File: config.mk
export PLATFORM = sky130hd
export DESIGN_NAME = lfsr_gen_flat
export DESIGN_NICKNAME = d
export VERILOG_FILES = /design/src/rtl/lfsr_gen_if.sv /design/src/rtl/lfsr_gen.sv /design/src/flat_wrapper.sv
export SDC_FILE = /design/constraint.sdc
export NUM_CORES = 1
export LEC_CHECK = 0
export CORE_UTILIZATION = 50
export CTS_CLUSTER_DIAMETER = 200
export DETAILED_ROUTE_END_ITERATION = 10
export GPL_TIMING_DRIVEN = 1
export PLACE_DENSITY = 0.75
export REMOVE_ABC_BUFFERS = 1
export SLEW_MARGIN = 10
export SYNTH_ARGS = -nofsm -noshare
export SYNTH_HDL_FRONTEND = slang
export SYNTH_SLANG_ARGS = --single-unit
File: constraint.sdc
create_clock -name clk -period 3.3 [get_ports clk]
set_clock_uncertainty 0.1 [all_clocks]
set_input_delay 0.33 -clock clk [delete_from_list [all_inputs] [get_ports clk]]
set_output_delay 0.33 -clock clk [all_outputs]
set_load 0.01 [all_outputs]
File: src/rtl/lfsr_gen_if.sv
// ---------------------------------------------------------------------------
// lfsr_gen_if -- control/observation bundle for the lfsr_gen core.
//
// The master side (the user of the sequence) drives the step/load controls.
// The slave side (the LFSR core) returns the current state, serial output,
// event pulses and the measured period.
//
//   en            master -> slave  advance one step this cycle
//   load          master -> slave  load seed_in this cycle (beats en)
//   seed_in       master -> slave  runtime seed, WIDTH bits, loaded verbatim
//   q             slave -> master  current LFSR state, WIDTH bits
//   msb           slave -> master  q[WIDTH-1], serial output
//   wrap_tick     slave -> master  1-cycle pulse: state returned to the reference seed
//   lockup        slave -> master  1-cycle pulse: lock-up state detected and recovered
//   period        slave -> master  steps in the last completed seed-to-seed cycle
//   period_valid  slave -> master  period holds a measured value
// ---------------------------------------------------------------------------
interface lfsr_gen_if #(
  parameter int unsigned WIDTH = 19
);
  logic             en;
  logic             load;
  logic [WIDTH-1:0] seed_in;
  logic [WIDTH-1:0] q;
  logic             msb;
  logic             wrap_tick;
  logic             lockup;
  logic [WIDTH-1:0] period;
  logic             period_valid;

  modport master (
    output en, load, seed_in,
    input  q, msb, wrap_tick, lockup, period, period_valid
  );

  modport slave (
    input  en, load, seed_in,
    output q, msb, wrap_tick, lockup, period, period_valid
  );
endinterface : lfsr_gen_if

File: src/rtl/lfsr_gen.sv
// ---------------------------------------------------------------------------
// lfsr_gen -- parametrised LFSR sequence source.
//
// Generic width and tap mask, Fibonacci (external XOR) or Galois (internal
// XOR) form, XOR or XNOR feedback. Supports a runtime seed load, detects the
// lock-up state and recovers to SEED, and measures the length of each
// completed seed-to-seed cycle.
//
// Parameters
//   WIDTH   register width, 3..32
//   TAPS    tap mask, bit k set = stage k in the feedback; bit WIDTH-1 set
//   SEED    reset / recovery value, never the lock-up state
//   GALOIS  0 = Fibonacci, 1 = Galois
//   XNOR    0 = XOR feedback (lock-up all-0), 1 = XNOR feedback (lock-up all-1)
//
// Ports
//   clk    in  rising-edge clock
//   rst_n  in  asynchronous active-low reset
//   bus    lfsr_gen_if.slave: en/load/seed_in in; q, msb, wrap_tick,
//          lockup, period, period_valid out (all registered)
// ---------------------------------------------------------------------------
module lfsr_gen #(
  parameter int unsigned      WIDTH  = 19,
  parameter logic [WIDTH-1:0] TAPS   = WIDTH'(19'h40023),
  parameter logic [WIDTH-1:0] SEED   = WIDTH'(1),
  parameter bit               GALOIS = 1'b0,
  parameter bit               XNOR   = 1'b0
) (
  input  logic       clk,
  input  logic       rst_n,
  lfsr_gen_if.slave  bus
);

  // The one state an LFSR of this feedback polarity can never leave.
  localparam logic [WIDTH-1:0] LOCK    = XNOR ? {WIDTH{1'b1}} : {WIDTH{1'b0}};
  localparam logic [WIDTH-1:0] CNT_MAX = {WIDTH{1'b1}};

  logic [WIDTH-1:0] q_r;         // current state
  logic [WIDTH-1:0] ref_r;       // last loaded seed; wrap is measured against it
  logic [WIDTH-1:0] step_cnt;    // steps taken since ref_r was last seen
  logic [WIDTH-1:0] period_r;
  logic             period_valid_r;
  logic             wrap_r;
  logic             lockup_r;
  logic [WIDTH-1:0] nxt;

  // -------------------------------------------------------------------------
  // Next-state function
  // -------------------------------------------------------------------------
  // NOTE: every variable assigned in always_comb gets a default first so no
  // path through the block can leave it unassigned and infer a latch.
  always_comb begin
    nxt = '0;
    if (GALOIS) begin
      // Galois: the outgoing MSB is fed back into every tapped stage.
      logic t;
      t      = q_r[WIDTH-1];
      nxt[0] = t;
      for (int i = 1; i < WIDTH; i++) begin
        if (TAPS[i-1]) nxt[i] = XNOR ? ~(q_r[i-1] ^ t) : (q_r[i-1] ^ t);
        else           nxt[i] = q_r[i-1];
      end
    end else begin
      // Fibonacci: parity of the tapped stages is shifted in at bit 0.
      logic fb;
      fb  = ^(q_r & TAPS);
      if (XNOR) fb = ~fb;
      nxt = {q_r[WIDTH-2:0], fb};
    end
  end

  // -------------------------------------------------------------------------
  // State, period measurement and event pulses
  // -------------------------------------------------------------------------
  // NOTE: sequential state uses non-blocking assignments so every register
  // samples the pre-edge value of the others, independent of statement order.
  // NOTE: asynchronous reset -- the whole block returns to its reset values
  // the moment rst_n falls, so a run in progress leaves no partial period.
  always_ff @(posedge clk or negedge rst_n) begin
    if (!rst_n) begin
      q_r            <= SEED;
      ref_r          <= SEED;
      step_cnt       <= '0;
      period_r       <= '0;
      period_valid_r <= 1'b0;
      wrap_r         <= 1'b0;
      lockup_r       <= 1'b0;
    end else begin
      // Pulses last one cycle unless re-armed below.
      wrap_r   <= 1'b0;
      lockup_r <= 1'b0;

      if (bus.load) begin
        // A new seed restarts the measurement; any earlier period no longer
        // describes the sequence now running.
        q_r            <= bus.seed_in;
        ref_r          <= bus.seed_in;
        step_cnt       <= '0;
        period_valid_r <= 1'b0;
      end else if (bus.en && (q_r == LOCK)) begin
        // Recovery replaces the step; the previous period stays reported.
        q_r      <= SEED;
        ref_r    <= SEED;
        step_cnt <= '0;
        lockup_r <= 1'b1;
      end else if (bus.en) begin
        q_r <= nxt;
        if (nxt == ref_r) begin
          wrap_r         <= 1'b1;
          period_r       <= step_cnt + 1'b1;
          period_valid_r <= 1'b1;
          step_cnt       <= '0;
        end else if (step_cnt != CNT_MAX) begin
          step_cnt <= step_cnt + 1'b1;
        end
      end
    end
  end

  assign bus.q            = q_r;
  assign bus.msb          = q_r[WIDTH-1];
  assign bus.wrap_tick    = wrap_r;
  assign bus.lockup       = lockup_r;
  assign bus.period       = period_r;
  assign bus.period_valid = period_valid_r;

endmodule : lfsr_gen

File: src/flat_wrapper.sv
// flat-port wrapper written by rule: the top's interface ports become plain ports
module lfsr_gen_flat 
#(
  parameter int unsigned      WIDTH  = 19,
  parameter logic [WIDTH-1:0] TAPS   = WIDTH'(19'h40023),
  parameter logic [WIDTH-1:0] SEED   = WIDTH'(1),
  parameter bit               GALOIS = 1'b0,
  parameter bit               XNOR   = 1'b0
)
  (clk, rst_n, bus_en, bus_load, bus_seed_in, bus_q, bus_msb, bus_wrap_tick, bus_lockup, bus_period, bus_period_valid);
  lfsr_gen_if #(.WIDTH(WIDTH)) bus_i ();
  input  logic clk;
  input  logic rst_n;
  input wire logic [$bits(bus_i.en)-1:0] bus_en;
  input wire logic [$bits(bus_i.load)-1:0] bus_load;
  input wire logic [$bits(bus_i.seed_in)-1:0] bus_seed_in;
  output wire logic [$bits(bus_i.q)-1:0] bus_q;
  output wire logic [$bits(bus_i.msb)-1:0] bus_msb;
  output wire logic [$bits(bus_i.wrap_tick)-1:0] bus_wrap_tick;
  output wire logic [$bits(bus_i.lockup)-1:0] bus_lockup;
  output wire logic [$bits(bus_i.period)-1:0] bus_period;
  output wire logic [$bits(bus_i.period_valid)-1:0] bus_period_valid;
  assign bus_i.en = bus_en;
  assign bus_i.load = bus_load;
  assign bus_i.seed_in = bus_seed_in;
  assign bus_q = bus_i.q;
  assign bus_msb = bus_i.msb;
  assign bus_wrap_tick = bus_i.wrap_tick;
  assign bus_lockup = bus_i.lockup;
  assign bus_period = bus_i.period;
  assign bus_period_valid = bus_i.period_valid;
  lfsr_gen #(.WIDTH(WIDTH), .TAPS(TAPS), .SEED(SEED), .GALOIS(GALOIS), .XNOR(XNOR)) u_core (.clk(clk), .rst_n(rst_n), .bus(bus_i));
endmodule
==> qor.yml, run 1 <==
run_status:
  outcome: "finished clean"
die:
  dieArea_um2: 8550
  initial_utilization_pct: 52.4
  pin_count: 65
  die_w_um: 92.5
  num_rows: 32
  core_area_um2: 7810
  fp.dieH_um: 92.5
layout:
  drive_gt1_share_pct: 11.6
  seq_area_um2: 1980
  multi_input_area_um2: 1920
  antennaDiodeCount: 0
  area_growth_pct: 22.7
  post-route-cell-area_um2: 5020
  nNetsFinal: 489
  fillers: 614
  fin_cells: 569
placement:
  numPortBuffers: 64
  hpwl_um: 6220
  place_ws_ns: 0.337
  gp_congestion: 0.873
  place_area_um2: 4790
  place_inst: 555
setup_path:
  path_max_fanout: 19
  path_cells: "inv_1, ha_1, nor4b_1, nand2_1, o31a_1, nand4_2, o31ai_1"
  crit_family: "compound AO/OA/AOI/OAI gates"
  slowest_stage: "o31a_1"
  cp_data_required_time_ns: 3.45
  arrival_ns: 3.14
  start_kind: "register"
  path_buf_inv: 1
  crit_path_max_incr_delay_ns: 0.64
  endpoint_kind: "register"
  crit_type: "register to register"
global_routing:
  grt_usage_pct: 23.2
  grt-ovfl-total: 0
  grt_first_pass_wirelength_um: 15300
  grt_max_degree: 80
  antenna_found_initial: 0
  grt_pass1_vias: 3129
route:
  first_iter_violations: 159
  vias_per_cell: 5.70
  first_pass_iters: 5
  wl_per_cell_um: 15.9
  final_antenna_net_count: 0
  num_vias: 3246
  wl_um: 9060
  drc_errors: 0
synth:
  ys_ff_latch: 79
  syn_area_um2: 4090
  synthCells: 402
  yosysWarnings: 0
  synthFlopType: "dfrtp_1"
  ys_seq_area_share_pct: 48.4
  synth_edf_count: 0
  async_flop_share_pct: 100
  syn_avg_cell_area_um2: 10.2
  synth_cell_types: 46
clock_network:
  clock-sinks: 79
  cts_resized: 0
  root_buffer: "clkbuf_8"
  cts_made_buffers: 9
  cts_setup_buffers: 0
  clk_latency_ns: 0.35
  hold_buffers: 0
  cts_buffer_depth: 2
  tritoncts: "done"
  cts.clk_slew.worst_paths_ns: 0.08
  htreeDepth: 3
sta:
  finalCritPeriodShare_pct: 90.5
  setup-violations-final: 0
  worst_pin_slew_ns: 0.948
  setup_ws_ns: 0.315
  tns_ns: 0
  rsz0062_at_grt: "no"
  maxSlewHeadroom_pct: 36.8
  period_needed_ns: 2.99
  hold_viol_final: 0
  slew_violations: 0
  max_freq_mhz: 335
pwr:
  ir_worst_vdd_mv: 0.238
  p_leak_nw: 2.14
  p_per_area_nw_per_um2: 452
hold_path:
  worstHoldPathType: "primary input to asynchronous set/reset pin"
flow_run:
  drv_cap: 0
-- synthesized netlist by cell type (2+ instances only) --
cell | number | area share (%)
buf_2 | 4 | 0.49
ha_1 | 2 | 0.61
o31ai_1 | 3 | 0.55
xor2_1 | 6 | 1.3
nand4_1 | 11 | 1.7
o31a_1 | 2 | 0.43
buf_6 | 4 | 1.1
nand3_1 | 11 | 1.3
mux2_4 | 17 | 6.2
nor4b_1 | 3 | 0.64
nor3_2 | 3 | 0.73
o21ai_0 | 25 | 3.1
a31oi_1 | 11 | 1.7
mux2_2 | 2 | 0.55
dfrtp_1 | 77 | 47
mux2i_1 | 20 | 4.9
inv_1 | 20 | 1.8
nand2b_1 | 6 | 0.92
buf_4 | 3 | 0.55
nor3_1 | 6 | 0.73
nor2_1 | 6 | 0.55
xnor2_1 | 26 | 5.6
a21oi_1 | 4 | 0.49
o21a_1 | 3 | 0.55
clkbuf_1 | 7 | 0.64
nand2_1 | 84 | 7.7
a32oi_1 | 4 | 0.86
dfstp_2 | 2 | 1.3
o22ai_1 | 12 | 1.8
nor4_1 | 2 | 0.31
-- power breakdown --
group / internal [mW] / switching [mW]
Sequential: 1.02 / 0.0678
Clock: 0.514 / 0.337
Combinational: 0.169 / 0.159
-- logic make-up (layout without fill, tap and decap cells) --
logic type	count (synthesis)	count (layout)	synth area share [%]
adder cells (fa/ha/maj)	2	2	0.611
XOR/XNOR	32	32	6.85
multiplexers	39	39	11.7
buffers and inverters	40	105	4.83
AND/OR/NAND/NOR	140	140	16.5
flip-flops	79	79	48.4
AO/OA/AOI/OAI	70	70	11.1
-- routing by layer --
layer  routed length, µm  GRT usage, %
met1                4160          31.7
met4                 177          10.3
met2                4220          36.2
met5                   0             0
met3                 503          3.94
-- per-stage QoR --
stage | utilization [%] | total power [mW] | hold slack [ns]
after global placement | 61.3 | 1.43 | 0.370
after floorplan | - | 1.26 | -0.0656
after global routing | 64.3 | 2.36 | 0.109
after detailed placement | 61.3 | 1.43 | 0.386
after CTS | 64.3 | 2.29 | 0.0644
final | 64.3 | 2.27 | 0.0259
-- sequential cells by signal (all words and copies together), names as in the netlist --
signal                   flops
u_core.bus.period           19
u_core.step_cnt             19
u_core.ref_r                19
u_core.bus.wrap_tick         1
u_core.bus.lockup            1
u_core.bus.q                19
u_core.bus.period_valid      1
-- final cells by class --
type                            count  area share (%)
Multi-Input combinational cell    283            38.2
Sequential cell                    79            39.4
Timing Repair Buffer               71            13.8
Clock buffer                       10            2.74
Inverter                           20            1.50
Tap cell                          102            2.54
Clock inverter                      4            1.89
-- worst reg2reg max path, cell delays in order (launching register included) --
cell,delay [ns]
dfstp_2,0.58
inv_1,0.05
ha_1,0.21
nor4b_1,0.15
nand2_1,0.18
o31a_1,0.64
nand4_2,0.56
o31ai_1,0.42
-- layout by cell type, fill, tap and decap left out, types with 10 or more instances in the layout --
| cell type | count |
|---|---|
| nand2_1 | 84 |
| o22ai_1 | 12 |
| xnor2_1 | 26 |
| mux2i_1 | 20 |
| nand4_1 | 11 |
| a31oi_1 | 11 |
| mux2_4 | 17 |
| clkdlybuf4s50_1 | 63 |
| inv_1 | 20 |
| dfrtp_1 | 77 |
| nand3_1 | 11 |
| o21ai_0 | 25 |
| clkbuf_8 | 10 |
-- final timing paths --
| path | end | slack (ns) | from | cells past startpoint |
|---|---|---|---|---|
| setup / recovery | u_core.step_cnt[14] | 0.31 | u_core.bus.q[0] | 7 |
| min in group clk | u_core.ref_r[13] | 0.40 | u_core.ref_r[13] | 2 |
| max in group asynchronous | u_core.ref_r[2] | 2.47 | rst_n | 1 |
| hold / removal | u_core.bus.period[9] | 0.03 | rst_n | 1 |
| hold reg to reg | u_core.ref_r[13] | 0.40 | u_core.ref_r[13] | 2 |
| setup reg to reg | u_core.step_cnt[14] | 0.31 | u_core.bus.q[0] | 7 |
Power figures use the tool's default switching activity.
==> inputs of run 2 (changes only) <==
--- a/config.mk
+++ b/config.mk
@@ -5,9 +5,10 @@
 export SDC_FILE = /design/constraint.sdc
 export NUM_CORES = 1
 export LEC_CHECK = 0
-export CORE_UTILIZATION = 50
+export CORE_UTILIZATION = 59
 export CTS_CLUSTER_DIAMETER = 200
 export DETAILED_ROUTE_END_ITERATION = 10
+export DONT_BUFFER_PORTS = 1
 export GPL_TIMING_DRIVEN = 1
 export PLACE_DENSITY = 0.75
 export REMOVE_ABC_BUFFERS = 1
==> qor.yml, run 2 (same netlist as run 1, synthesis figures left out) <==
run_status:
  outcome: "finished clean"
sta:
  finalCritPeriodShare_pct: 83.1
  period_needed_ns: 2.74
  setup_ws_ns: 0.559
  slew_violations: 0
  worst_pin_slew_ns: 0.683
  rsz0062_at_grt: "no"
  maxSlewHeadroom_pct: 53.8
  hold_viol_final: 0
  tns_ns: 0
  setup-violations-final: 0
  max_freq_mhz: 365
placement:
  hpwl_um: 5710
  numPortBuffers: 0
  place_ws_ns: 0.585
  gp_congestion: 0.851
  place_inst: 464
die:
  initial_utilization_pct: 62.7
  die_w_um: 85.3
  pin_count: 65
  fp.dieH_um: 85.3
  dieArea_um2: 7270
  core_area_um2: 6530
  num_rows: 29
clock_network:
  cts_buffer_depth: 2
  clock-sinks: 79
  clk_latency_ns: 0.35
  cts_setup_buffers: 0
  root_buffer: "clkbuf_8"
  cts_made_buffers: 9
  tritoncts: "done"
  htreeDepth: 3
  cts.clk_slew.worst_paths_ns: 0.08
setup_path:
  timing.rr.end: "u_core.step_cnt[14]"
  crit_start: "u_core.bus.q[0]"
  reg2reg_depth: 8
  endpoint_kind: "register"
  regToRegStartpoint: "u_core.bus.q[0]"
  endpoint: "u_core.step_cnt[14]"
  cp_data_required_time_ns: 3.44
  arrival_ns: 2.88
  path_max_fanout: 19
  r2r_setup_slack_ns: 0.56
  start_kind: "register"
  crit_type: "register to register"
layout:
  fillers: 508
  final_cell_mix: "nand2_1, dfrtp_1, xnor2_1"
  area_growth_pct: 5.81
  drive_gt1_share_pct: 12.6
  fin_cells: 482
  mostFrequentLayoutCell: "nand2_1"
  utilization_pct: 66.3
  nNetsFinal: 426
  antennaDiodeCount: 0
pwr:
  power_frac_clock_pct: 33.7
  ir_worst_vdd_mv: 0.382
  power_switching_share_pct: 26.6
  p_seq_share_pct: 55.3
  switchingPower_uw: 533
  combPwrFrac_pct: 11.1
  p_per_area_nw_per_um2: 462
  p_int_mw: 1.47
  p_leak_nw: 1.89
global_routing:
  grt-ovfl-total: 0
  grt_max_degree: 80
  antenna_found_initial: 0
  grt_pass1_vias: 2922
  grt_first_pass_wirelength_um: 14500
  grt_usage_pct: 25.7
route:
  final_antenna_net_count: 0
  first_pass_iters: 5
  first_iter_violations: 232
  vias_per_cell: 6.26
  drc_errors: 0
  wl_per_cell_um: 17.8
  num_vias: 3017
  wl_um: 8600
flow_run:
  drv_cap: 0
hold_path:
  worstHoldPathType: "primary input to register"
  hp-start: "bus_load"
run 2: changes by cell type in the layout (fill, tap and decap cells not counted):
cell / previous run / this run
buf_16: 0 / 1
buf_4: 8 / 5
bufinv_16: 3 / 1
clkbuf_1: 0 / 2
clkbuf_8: 10 / 9
clkdlybuf4s50_1: 63 / 0
clkinv_2: 1 / 2
clkinvlp_4: 0 / 1
dlygate4sd3_1: 0 / 2
run 2: per-stage QoR:
stage | power (mW) | area, µm² | hold WS, ns
detailed placement | 1.32 | 4100 | -0.0635
finish | 2.00 | 4330 | 0.00520
floorplan | 1.26 | 3970 | -0.0656
global route | 2.09 | 4330 | 0.00365
CTS | 2.01 | 4330 | 0.00669
global placement | 1.31 | 4100 | -0.0635
run 2: metal layers:
layer | global-route usage (%) | part of all wire [%] | vias to the layer above
li1 | - | - | 1395
met1 | 38.0 | 48 | 1496
met2 | 37.6 | 45 | 118
met3 | 5.74 | 6.8 | 8
met4 | 8.48 | 0.91 | 0
met5 | 0 | 0 | -
run 2: power by group through the flow:
stage / Sequential [mW] / Combinational, mW / Clock [mW]
global placement: 1.12 / 0.188 / 0
CTS: 1.11 / 0.223 / 0.686
detailed placement: 1.12 / 0.194 / 0
finish: 1.11 / 0.222 / 0.674
floorplan: 1.10 / 0.156 / 0
global route: 1.11 / 0.249 / 0.727
run 2: how the worst min path moves through the flow:
stage | end | slack, ns | cells past startpoint
3_5_place_dp | u_core.ref_r[15] | -0.06 | 0
6_report | u_core.ref_r[5] | 0.005 | 2
3_3_place_gp | u_core.bus.q[14] | -0.06 | 0
2_1_floorplan | u_core.bus.lockup | -0.07 | 0
5_1_grt | u_core.ref_r[17] | 0.004 | 2
4_1_cts | u_core.ref_r[15] | 0.007 | 2
run 2: critical path, cell delays in order, from the launching register on:
cell     delay (ns)
dfstp_2        0.61
inv_1          0.06
ha_1           0.30
xnor2_1        0.24
xnor2_1        0.10
nand3_1        0.14
buf_4          0.26
nand4_2        0.43
o31ai_1        0.40
run 2: final cells by class:
| cell class | instances | area, µm² | share of cell area [%] |
|---|---|---|---|
| inverter | 20 | 75.1 | 1.73 |
| clock inverter | 4 | 47.5 | 1.10 |
| tap | 77 | 96.3 | 2.22 |
| clock buffer | 11 | 131 | 3.03 |
| timing repair buffer | 8 | 85.1 | 1.96 |
| multi-input combinational | 283 | 1920 | 44.2 |
| sequential | 79 | 1980 | 45.7 |
run 2: repair_timing:
item                      4_1_cts  5_1_grt
hold buffers                    3        0
resized for setup               0        0
hold endpoints to repair       83        0
